===== config.mk =====
export PLATFORM = sky130hd
export DESIGN_NAME = updown_cntr
export DESIGN_NICKNAME = d
export VERILOG_FILES = /design/src/rtl/updown_cntr.sv
export SDC_FILE = /design/constraint.sdc
export NUM_CORES = 1
export LEC_CHECK = 0
export ABC_AREA = 1
export CORE_AREA = 2 2 39 41
export DETAILED_ROUTE_END_ITERATION = 10
export DIE_AREA = 0 0 41 43
export PLACE_DENSITY = 0.68
export SLEW_MARGIN = 20
export SYNTH_ARGS = -nofsm -noshare
export SYNTH_HDL_FRONTEND = slang
export SYNTH_SLANG_ARGS = --single-unit

===== constraint.sdc =====
create_clock -name clk -period 2.43 [get_ports clk]
set_input_delay 0.3645 -clock clk [delete_from_list [all_inputs] [get_ports clk]]
set_output_delay 0.3645 -clock clk [all_outputs]
set_load 0.01 [all_outputs]

===== src/rtl/updown_cntr.sv =====
`default_nettype none
// ============================================================================
//  Module   : updown_cntr
//  Brief    : Parametrised synchronous up/down counter with programmable
//             modulus, parallel load, wrap/saturate mode, boundary event
//             pulse and sticky overflow flag.
//             Optional macro UPDOWN_CNTR_GRAY_EN adds a registered Gray-coded
//             copy of the count (count_gray).
//  Revision : 1.0 - initial release
// ============================================================================
module updown_cntr #(
    parameter int     WIDTH = 4,
    parameter longint MOD   = 16,
    parameter longint INIT  = 0
) (
    input  logic             clk,
    input  logic             reset,
    input  logic             en,
    input  logic             up,
    input  logic             sat,
    input  logic             load,
    input  logic [WIDTH-1:0] load_val,
    input  logic             ovf_clr,
    output logic [WIDTH-1:0] count,
    output logic             evt,
    output logic             ovf,
    output logic             at_max,
    output logic             at_min
`ifdef UPDOWN_CNTR_GRAY_EN
    ,
    output logic [WIDTH-1:0] count_gray
`endif
);

    // Terminal value is kept one bit wider so MOD = 2^WIDTH compares cleanly.
    localparam logic [WIDTH:0]   c_MAX_EXT = (WIDTH+1)'(MOD - 1);
    localparam logic [WIDTH-1:0] c_MAX     = WIDTH'(MOD - 1);
    localparam logic [WIDTH-1:0] c_INIT    = WIDTH'(INIT);
    localparam logic [WIDTH-1:0] c_ONE     = WIDTH'(1);

    logic [WIDTH-1:0] r_count;
    logic             r_evt;
    logic             r_ovf;
    logic [WIDTH-1:0] w_next;
    logic             w_evt_next;
    logic             w_at_max;
    logic             w_at_min;

    assign w_at_max = ({1'b0, r_count} == c_MAX_EXT);
    assign w_at_min = (r_count == '0);

    always_comb begin
        w_next     = r_count;
        w_evt_next = 1'b0;
        if (load) begin
            w_next = ({1'b0, load_val} > c_MAX_EXT) ? c_MAX : load_val;
        end else if (en) begin
            if (up) begin
                if (w_at_max) begin
                    w_evt_next = 1'b1;
                    if (!sat) begin
                        w_next = '0;
                    end
                end else begin
                    w_next = r_count + c_ONE;
                end
            end else begin
                if (w_at_min) begin
                    w_evt_next = 1'b1;
                    if (!sat) begin
                        w_next = c_MAX;
                    end
                end else begin
                    w_next = r_count - c_ONE;
                end
            end
        end
    end

    // A new event outranks a coincident clear of the sticky flag.
    always_ff @(posedge clk) begin
        if (reset) begin
            r_count <= c_INIT;
            r_evt   <= 1'b0;
            r_ovf   <= 1'b0;
        end else begin
            r_count <= w_next;
            r_evt   <= w_evt_next;
            r_ovf   <= w_evt_next | (r_ovf & ~ovf_clr);
        end
    end

    assign count  = r_count;
    assign evt    = r_evt;
    assign ovf    = r_ovf;
    assign at_max = w_at_max;
    assign at_min = w_at_min;

`ifdef UPDOWN_CNTR_GRAY_EN
    localparam logic [WIDTH-1:0] c_INIT_GRAY = c_INIT ^ (c_INIT >> 1);

    logic [WIDTH-1:0] r_count_gray;

    // Encoded from the next value so the Gray copy tracks count with no lag.
    always_ff @(posedge clk) begin
        if (reset) begin
            r_count_gray <= c_INIT_GRAY;
        end else begin
            r_count_gray <= w_next ^ (w_next >> 1);
        end
    end

    assign count_gray = r_count_gray;
`endif

endmodule
`default_nettype wire

==> results of run 1 <==
-- worst register-to-register path: stages (launching register included) --
cell and delay [ps]:
dfxtp_1 400, inv_1 100, ha_1 310, or2_2 290, nand3_1 70, nand2_1 50
nand2_1 60, a21oi_1 50
-- flip-flops by register name, summed over array words and instances (netlist names) --
register and flops:
evt 1, ovf 1, count 4
-- power by group through the flow --
stage	registers (mW)	logic [mW]	clock network (mW)
after global placement	0.120	0.110	0
after detailed placement	0.120	0.112	0
after CTS	0.118	0.112	0.0963
after floorplan	0.121	0.0587	0
after global routing	0.120	0.124	0.102
final	0.118	0.111	0.0908
-- cell families (layout without fill, tap and decap cells) --
family / Yosys count / in the layout / synth area share (%)
and+or+nand+nor: 51 / 51 / 51.4
buffers and inverters: 14 / 35 / 11.0
AOI/OAI and AO/OA: 7 / 7 / 7.31
DFF: 6 / 6 / 25.1
adders and majority gates: 2 / 2 / 5.22
-- final cells by class --
type / count / share of cell area [%]
inverters: 14 / 7.49
multi-input cells: 60 / 43.7
flip-flops and latches: 6 / 17.1
well taps: 16 / 2.85
clock buffers: 3 / 3.21
repair buffers: 18 / 25.7
-- cells in the final DEF (no fill, tap or decap), drive strengths merged --
cell           count
a21oi              6
clkbuf             3
clkdlybuf4s50     18
dfxtp              6
ha                 2
inv               14
nand2             29
nand3              9
nand4              4
nor2               8
o21ai              1
or2                1
-- routing by layer --
layer  vias to the layer above  share of wire, %
li1                        298                 -
met1                       255                45
met2                        18                50
met3                         0               5.7
met4                         0                 0
met5                         -                 0
-- final timing paths --
path | slack (ps) | end | cells past startpoint | start
setup / recovery | 460 | at_max | 4 | count[1]
hold / removal | 470 | ovf | 2 | ovf
setup reg to reg | 980 | count[1] | 7 | count[0]
hold reg to reg | 470 | ovf | 2 | ovf
-- stage by stage --
stage          utilization [%]  hold WS (ps)  std cells  setup WS, ps  cell area [um2]
2_1_floorplan                -           434         80          1020              479
3_3_place_gp              49.1           459        114           718              679
3_5_place_dp              49.1           464        114           704              679
4_1_cts                   50.7           473        117           432              702
5_1_grt                   50.7           510        117           309              702
6_report                  50.7           467        117           459              702
==> metrics.md, run 1 <==
| Metric | Value |
|---|---|
| Status | `completed` |
| Comb pwr share | `34.7%` |
| DR vias/cell | `4.88` |
| Initial antenna violation count | `0` |
| Post-synthesis cell area | `479 um2` |
| Antenna viol nets, final | `0` |
| GPL Wtd Cong | `0.751` |
| TritonCTS Buffers | `3` |
| First-pass GRT wire length | `1.97 mm` |
| PortBufs | `18` |
| CP max FO | `5` |
| Cell variety after synth | `15` |
| Crit-path cells | `ha_1 -> nand2_4 -> nor2_4 -> clkdlybuf4s50_1` |
| Die area | `1760 um2` |
| Final setup viols | `0` |
| Clock buffer depth | `2` |
| FF+latch count, synth | `6` |
| CP startpoint kind | `flop` |
| Crit end category | `output pin` |
| Hold_buf cts | `0` |
| Power, Total | `0.320 mW` |
| Leak pwr | `0.350 nW` |
| GRT Util Overall | `16.6%` |
| Final wirelength | `1.17 mm` |
| FILL cells | `154` |
| Clk sinks | `6` |
| Flop pwr share | `36.9%` |
| Pin count of the biggest net entering global routing | `8` |
| Gr busiest metal | `met2` |
| Worst min-delay path category | `flop to flop` |
| Worst path bufs/invs | `1` |
| # resized after CTS | `0` |
| DPL Wire Length | `951 um` |
| Clock share of power | `28.4%` |
| Crit Path Category | `flop to output pin` |
| IO Pins | `19` |
| Cell with the most instances after synthesis | `nand2_1` |
| Root Buffer | `clkbuf_4` |
| Worst-margin pin slew | `289 ps` |
| Net Sw Frac | `31.7%` |
| Syn. warnings | `0` |
| CP max stage delay | `540 ps` |
| Min Tclk post-route | `1970 ps` |
| Clk_skew | `0.901 ps` |
| Detailed router's first-iteration violation count | `9` |
| M2 GR Usage | `26.9%` |
| Max_cap viols | `0` |
| Pwr/cell area | `456 nW/um2` |
| GR Layer Usage met3 | `3.66%` |
| CTS tree | `done` |
| Final Net Count | `116` |
| Async set-reset flop share out of synthesis | `0%` |
| GR Util met1 | `18.4%` |
| Register area share after synthesis | `25.1%` |
| Share of cells above drive strength 1 | `10.9%` |
| DRT Pass-1 Iters | `4` |
| Number of global-route vias before repair | `528` |
| Area taken by multi-input logic gates | `307 um2` |
| Setup repair bufs after CTS | `0` |
| Worst-path clk slew | `40 ps` |
| Register area | `120 um2` |
| Synth top area share | `25.1%` |
| Slew headroom | `80.7%` |
| Commonest cells post-synth | `28 x nand2_1, 12 x inv_1, 7 x nand3_1, 7 x nor2_1` |
| Initial Utilization | `34.6%` |
| # DRC | `0` |
| Slowest CP cell | `clkdlybuf4s50_1` |
| FP Rows | `14` |
| Internal power | `0.218 mW` |
| Avg Inst Size Synth | `5.99 um2` |
| Achievable Freq | `507 MHz` |
| CTS H-Tree Depth | `1` |
| CORE AREA | `1380 um2` |
| Setup TNS Final | `0 ps` |
| WP data required | `2070 ps` |
| Crit share post-route | `81.1%` |
| Final Hold Viols | `0` |
| Via count | `571` |
| Top delay family on crit path | `buffers and inverters` |
| Slew Viols, Final | `0` |
| Chip Width | `41 um` |
| Synth area leader | `dfxtp_1` |
| Gate Count Post-Synth | `80` |
| Skew-Pair Late Insertion Delay | `240 ps` |
| EDFF count, synth | `0` |
| Layout area overhead | `46.5%` |
| Peak VDD IR | `0.290 mV` |
| WP data arrival | `1610 ps` |
| Number of antenna diodes | `0` |
| Average wire per standard cell | `9.97 um` |
| Primary FF master, synth | `dfxtp_1` |
| Grt total ovfl | `0` |
| Unrepaired setup endpoints after global routing | `no` |
| NetSw | `0.102 mW` |
| Die H | `43 um` |
| Syn_nets | `93` |
| Top post-synthesis cells by area | `dfxtp_1 25%, nand2_1 22%, inv_1 9.4%` |
No activity file was read; power rests on OpenSTA's default activity.
==> run 2: changes to the inputs <==
- PLACE_DENSITY: 0.68 -> 0.71
- clock period: 2.43 -> 1.65 ns (I/O delays scaled with it)
==> run 2 against run 1 <==
  * Clock power grew 41%
  * Core utilization is 2.7 points higher
  * Worst setup slack got worse by 370 ps
  * Sequential power increased by 49%
  * Cell area grew 5.3%
  * Flip-flop and latch count stayed put
  * Via count fell by 0.88%
  * Register-to-register slack worse by 760 ps
  * Cell count is 2.6% higher
  * Global-route usage down 0.18 points
  * Critical path type unchanged
  * Highest routed layer unchanged
==> metrics.md, run 2 (same netlist as run 1, synthesis figures left out) <==
| Metric | Value |
|---|---|
| Status | `completed` |
| Antenna viol nets, final | `0 (unchanged)` |
| Slowest CP cell | `clkdlybuf4s50_1` |
| Detailed router's first-iteration violation count | `8 (-1)` |
| # DRC | `0 (unchanged)` |
| Unrepaired setup endpoints after global routing | `no` |
| Initial antenna violation count | `0 (unchanged)` |
| Die H | `43 um (unchanged)` |
| Pwr/cell area | `644 nW/um2 (+41%)` |
| Grt total ovfl | `0 (unchanged)` |
| CP max stage delay | `600 ps (+60 ps)` |
| # resized after CTS | `6 (+6)` |
| Slew Viols, Final | `0 (unchanged)` |
| CTS tree | `done` |
| Crit Path Category | `flop to output pin` |
| Layout area overhead | `54.3%` |
| Comb pwr share | `36.1% (+1.4 points)` |
| Worst path bufs/invs | `1 (unchanged)` |
| Setup repair bufs after CTS | `0 (unchanged)` |
| GRT Util Overall | `16.4% (-0.18 points)` |
| WP data required | `1400 ps (-670 ps)` |
| Min Hold Slack | `461 ps (-5.23 ps)` |
| Peak VDD IR | `0.413 mV (+42%)` |
| Crit end category | `output pin` |
| Crit share post-route | `94.4%` |
| CP startpoint kind | `flop` |
| Skew-Pair Late Insertion Delay | `240 ps (about the same)` |
| Final Net Count | `119 (+2.6%)` |
| Achievable Freq | `642 MHz` |
| Number of antenna diodes | `0 (unchanged)` |
| Share of cells above drive strength 1 | `16.3% (+5.5 points)` |
| Worst-margin pin slew | `285 ps (-4.02 ps)` |
| Commonest cells after routing, fill and taps aside | `28 x nand2_1, 16 x clkdlybuf4s50_1, 12 x inv_1` |
| Number of global-route vias before repair | `520 (-1.5%)` |
| Worst-path clk slew | `40 ps (about the same)` |
| Final wirelength | `1.24 mm (+6.6%)` |
| FP Rows | `14 (unchanged)` |
| Hold_buf cts | `0 (unchanged)` |
| IO Pins | `19 (unchanged)` |
| Clock share of power | `26.9% (-1.5 points)` |
| Crit-path cells | `clkdlybuf4s50_1` |
| Chip Width | `41 um (unchanged)` |
| Worst min-delay path category | `flop to flop` |
| Min Tclk post-route | `1560 ps` |
| Flop pwr share | `36.9% (about the same)` |
| Number of flip-flops in the largest register | `4 (unchanged)` |
| Final setup viols | `0 (unchanged)` |
| Clock buffer depth | `2 (unchanged)` |
| Root Buffer | `clkbuf_4` |
| DR vias/cell | `4.72 (-3.4%)` |
| First-pass GRT wire length | `2.00 mm (+1.8%)` |
| DRT Pass-1 Iters | `4 (unchanged)` |
| Average wire per standard cell | `10.4 um (+3.9%)` |
| Post-Layout Cell Count | `120 (+2.6%)` |
| Leak pwr | `0.370 nW (+5.8%)` |
| CTS H-Tree Depth | `1 (unchanged)` |
| Top delay family on crit path | `buffers and inverters` |
| Net Sw Frac | `31.5% (-0.28 points)` |
| Setup TNS Final | `0 ps (unchanged)` |
| Commonest non-fill, non-tap cell in the layout | `nand2_1` |
| Internal power | `0.326 mW (+49%)` |
| WP data arrival | `1310 ps (-300 ps)` |
| TritonCTS Buffers | `3 (unchanged)` |
| Max_cap viols | `0 (unchanged)` |
| PortBufs | `18 (unchanged)` |
| CP max FO | `7 (+2)` |
| Post-Place Cells | `117 (+2.6%)` |
| CORE AREA | `1380 um2 (unchanged)` |
| GPL Wtd Cong | `0.744 (-0.96%)` |
| Via count | `566 (-0.88%)` |
| Slew headroom | `80.9% (+0.27 points)` |
| Die area | `1760 um2 (unchanged)` |
| Initial Utilization | `34.6% (unchanged)` |
| Clk sinks | `6 (unchanged)` |
| Final Hold Viols | `0 (unchanged)` |
| NetSw | `0.150 mW (+47%)` |
| Pin count of the biggest net entering global routing | `8 (unchanged)` |
| DPL Wire Length | `1.01 mm (+6.5%)` |
| Clk_skew | `3.01 ps (+2.10 ps)` |
==> run 2: changes by cell type in the layout (fill, tap and decap cells not counted), sizes merged <==
cell	before	now
clkdlybuf4s50	18	16
dlygate4sd2	0	2
buf	0	3
==> run 2: power groups by stage <==
| stage | logic, mW | registers, mW | clock network [mW] |
|---|---|---|---|
| after CTS | 0.172 | 0.175 | 0.135 |
| after detailed placement | 0.174 | 0.175 | 0 |
| after global placement | 0.173 | 0.174 | 0 |
| after global routing | 0.196 | 0.178 | 0.141 |
| final | 0.172 | 0.176 | 0.128 |
| after floorplan | 0.0864 | 0.178 | 0 |
==> run 2: final timing paths <==
| kind | start | end | slack, ps | cells after the start |
|---|---|---|---|---|
| worst max-delay path | count[3] | count[3] | 90 | 1 |
| worst min-delay path | ovf | ovf | 460 | 2 |
| worst max register to register | count[0] | count[1] | 220 | 7 |
| worst min register to register | ovf | ovf | 460 | 2 |
==> run 2: through the flow <==
step	power, mW	util (%)	worst slack [ps]	instance area, um2
floorplan	0.264	-	236	479
global placement	0.348	50.7	80.7	702
finish	0.476	53.4	92.8	739
CTS	0.483	53.3	67.3	737
global route	0.515	53.4	28.3	739
detailed placement	0.349	50.7	50.5	702
==> run 2: layout make-up <==
cell class	instances	area (um2)
inverter	14	52.6
fill	148	644
timing repair buffer	21	200
tap	16	20.0
sequential	6	125
clock buffer	3	22.5
multi-input combinational	60	319
==> run 2: layer usage <==
metal,GRT usage [%],wire [um],vias to the layer above
li1,-,-,304
met1,17.8,511,252
met2,29.4,659,10
met3,2.62,73,0
met4,6.00,0,0
met5,0,0,-
==> run 3: changes to the inputs <==
- GPL_ROUTABILITY_DRIVEN: not set -> 0
- clock period: 1.65 -> 1.3 ns (I/O delays scaled with it)
==> run 3 against run 2 <==
  * Die area is the same
  * Count of clock-buffer cells in the layout grew 1
  * Combinational power grew 92%
  * Cell area grew 27%
  * Non-clock buffer count grew 16
  * Worst setup slack lost 84 ps
  * Routed wire length grew 33%
  * Sequential share of layout area shrank 3.1 points
  * Total power grew 55%
  * Register-to-register slack lost 210 ps
==> metrics.md, run 3 (same netlist as run 1, synthesis figures left out) <==
| Metric | Value |
|---|---|
| CTS H-Tree Depth | `1 (unchanged)` |
| Number of global-route vias before repair | `651 (+25%)` |
| Worst-path clk slew | `50 ps (about the same)` |
| Initial Utilization | `34.6% (unchanged)` |
| DPL Wire Length | `1.20 mm (+19%)` |
| Commonest non-fill, non-tap cell in the layout | `nand2_1` |
| Hold path endpoint | `ovf` |
| Number of antenna diodes | `0 (unchanged)` |
| Via count | `656 (+16%)` |
| WP data required | `1430 ps (+30 ps)` |
| Max_cap viols | `0 (unchanged)` |
| Final wirelength | `1.65 mm (+33%)` |
| Slew Viols, Final | `0 (unchanged)` |
| Clk sinks | `6 (unchanged)` |
| Average wire per standard cell | `12.1 um (+16%)` |
| CP max stage delay | `380 ps (-220 ps)` |
| CORE AREA | `1380 um2 (unchanged)` |
| FILL cells | `128 (-14%)` |
| Antenna viol nets, final | `0 (unchanged)` |
| Crit end category | `flop` |
| Clock buffer depth | `2 (unchanged)` |
| CP max FO | `3 (-4)` |
| Layout area overhead | `96.3%` |
| WP data arrival | `1420 ps (+110 ps)` |
| DRT Pass-1 Iters | `4 (unchanged)` |
| Min Hold Slack | `466 ps (+4.90 ps)` |
| Share of cells above drive strength 1 | `43.8% (+27 points)` |
| Most used cell, CP | `nand2_1` |
| Worst min-delay path category | `flop to flop` |
| Reg-to-reg endpoint | `count[1]` |
| Min Tclk post-route | `1290 ps` |
| Die area | `1760 um2 (unchanged)` |
| Root Buffer | `clkbuf_4` |
| Cells on worst reg2reg path | `7 (unchanged)` |
| Crit-path cells | `inv_4 -> ha_4 -> or2_2 -> nand3_2 -> nand2_1 -> nand2_1 -> a21oi_2` |
| Final Net Count | `135 (+13%)` |
| Hold path cells | `2 (unchanged)` |
| Post-route cell area | `941 um2 (+27%)` |
| # DRC | `0 (unchanged)` |
| Pin count of the biggest net entering global routing | `7 (-1)` |
| Hold Crit Start | `ovf` |
| Slowest CP cell | `dfxtp_4` |
| Post-Layout Cell Count | `137 (+14%)` |
| Pwr/cell area | `784 nW/um2 (+22%)` |
| FP Rows | `14 (unchanged)` |
| Peak VDD IR | `0.527 mV (+28%)` |
| Layout Utilization | `68.0% (+15 points)` |
| Worst-margin pin slew | `280 ps (-5.36 ps)` |
| Slew headroom | `81.3% (+0.32 points)` |
| Commonest cells after routing, fill and taps aside | `22 x nand2_1, 17 x buf_4, 10 x clkdlybuf4s50_1` |
| Initial antenna violation count | `0 (unchanged)` |
| Worst flop-to-flop path startpoint | `count[0]` |
| First-pass GRT wire length | `2.48 mm (+24%)` |
| GRT Util Overall | `20.0% (+3.6 points)` |
| Final Hold Viols | `0 (unchanged)` |
| IO Pins | `19 (unchanged)` |
| DP Area | `815 um2 (+16%)` |
| Skew-Pair Late Insertion Delay | `250 ps (about the same)` |
| DR vias/cell | `4.79 (+1.5%)` |
| Achievable Freq | `775 MHz` |
| R2R Setup Slk | `9 ps (-210 ps)` |
| CTS tree | `done` |
| Final setup viols | `0 (unchanged)` |
| TritonCTS Buffers | `3 (unchanged)` |
| Status | `completed` |
| Unrepaired setup endpoints after global routing | `yes` |
| Clk_skew | `10.4 ps (+7.41 ps)` |
| CP startpoint kind | `flop` |
| PortBufs | `18 (unchanged)` |
| Crit Path Category | `flop to flop` |
| Grt total ovfl | `0 (unchanged)` |
| Leak pwr | `0.491 nW (+33%)` |
| Detailed router's first-iteration violation count | `6 (-2)` |
| Chip Width | `41 um (unchanged)` |
| Number of flip-flops in the largest register | `4 (unchanged)` |
| Die H | `43 um (unchanged)` |
| Post-Place Cells | `131 (+12%)` |
| Crit share post-route | `99.3%` |
| Hold_buf cts | `0 (unchanged)` |
-- run 3: cell count changes in the layout (fill, tap and decap cells not counted), sizes merged --
cell	previous run	this run
dlymetal6s2s	0	1
buf	3	21
dlygate4sd2	2	4
clkdlybuf4s50	16	10
clkbuf	3	5
-- run 3: routing by layer --
metal,share of wire [%],up-vias,GRT usage [%]
li1,-,338,-
met1,43,298,23.8
met2,53,20,34.4
met3,4.0,0,1.57
met4,0,0,8.00
met5,0,-,0
-- run 3: worst max path at each step --
stage	cells after the start	end	slack [ps]	startpoint
2_1_floorplan	7	count[1]	5	count[0]
3_3_place_gp	4	at_max	-150	count[0]
3_5_place_dp	4	at_max	-160	count[0]
4_1_cts	7	count[1]	6	count[0]
5_1_grt	10	count[2]	-60	count[1]
6_report	7	count[1]	9	count[0]
-- run 3: worst max-delay path: cells and delay by family (launching register included) --
family          cells  cell delay, ps
buf+inv             1              50
simple gates        4             480
flops               1             380
fa+ha+maj           1             230
compound gates      1              50
-- run 3: power by group --
group / switching [mW] / total, mW / leakage, nW / internal, mW
sequential: 0.0203 / 0.220 / 0.0513 / 0.200
combinational: 0.159 / 0.330 / 0.425 / 0.172
clock: 0.0711 / 0.188 / 0.0150 / 0.116
total: 0.250 / 0.738 / 0.491 / 0.488
-- run 3: final cells by class --
type	count	area, um2	share of cell area (%)
clock buffer	4	26.3	2.79
tap	16	20.0	2.13
inverter	14	57.6	6.12
timing repair buffer	37	313	33.2
sequential	6	130	13.8
multi-input combinational	60	394	41.9
-- run 3: timing repair --
action	4_1_cts	5_1_grt
setup buffers	1	2
setup endpoints to repair	11	8
pin swaps	0	10
gates resized for setup	20	22
-- run 3: through the flow --
step           TNS [ps]  power, mW  setup WS (ps)
4_1_cts               0      0.706           6.37
6_report              0      0.738           9.28
5_1_grt            -141      0.784          -61.1
2_1_floorplan         0      0.336           5.07
3_5_place_dp       -662      0.500           -161
3_3_place_gp       -503      0.494           -151
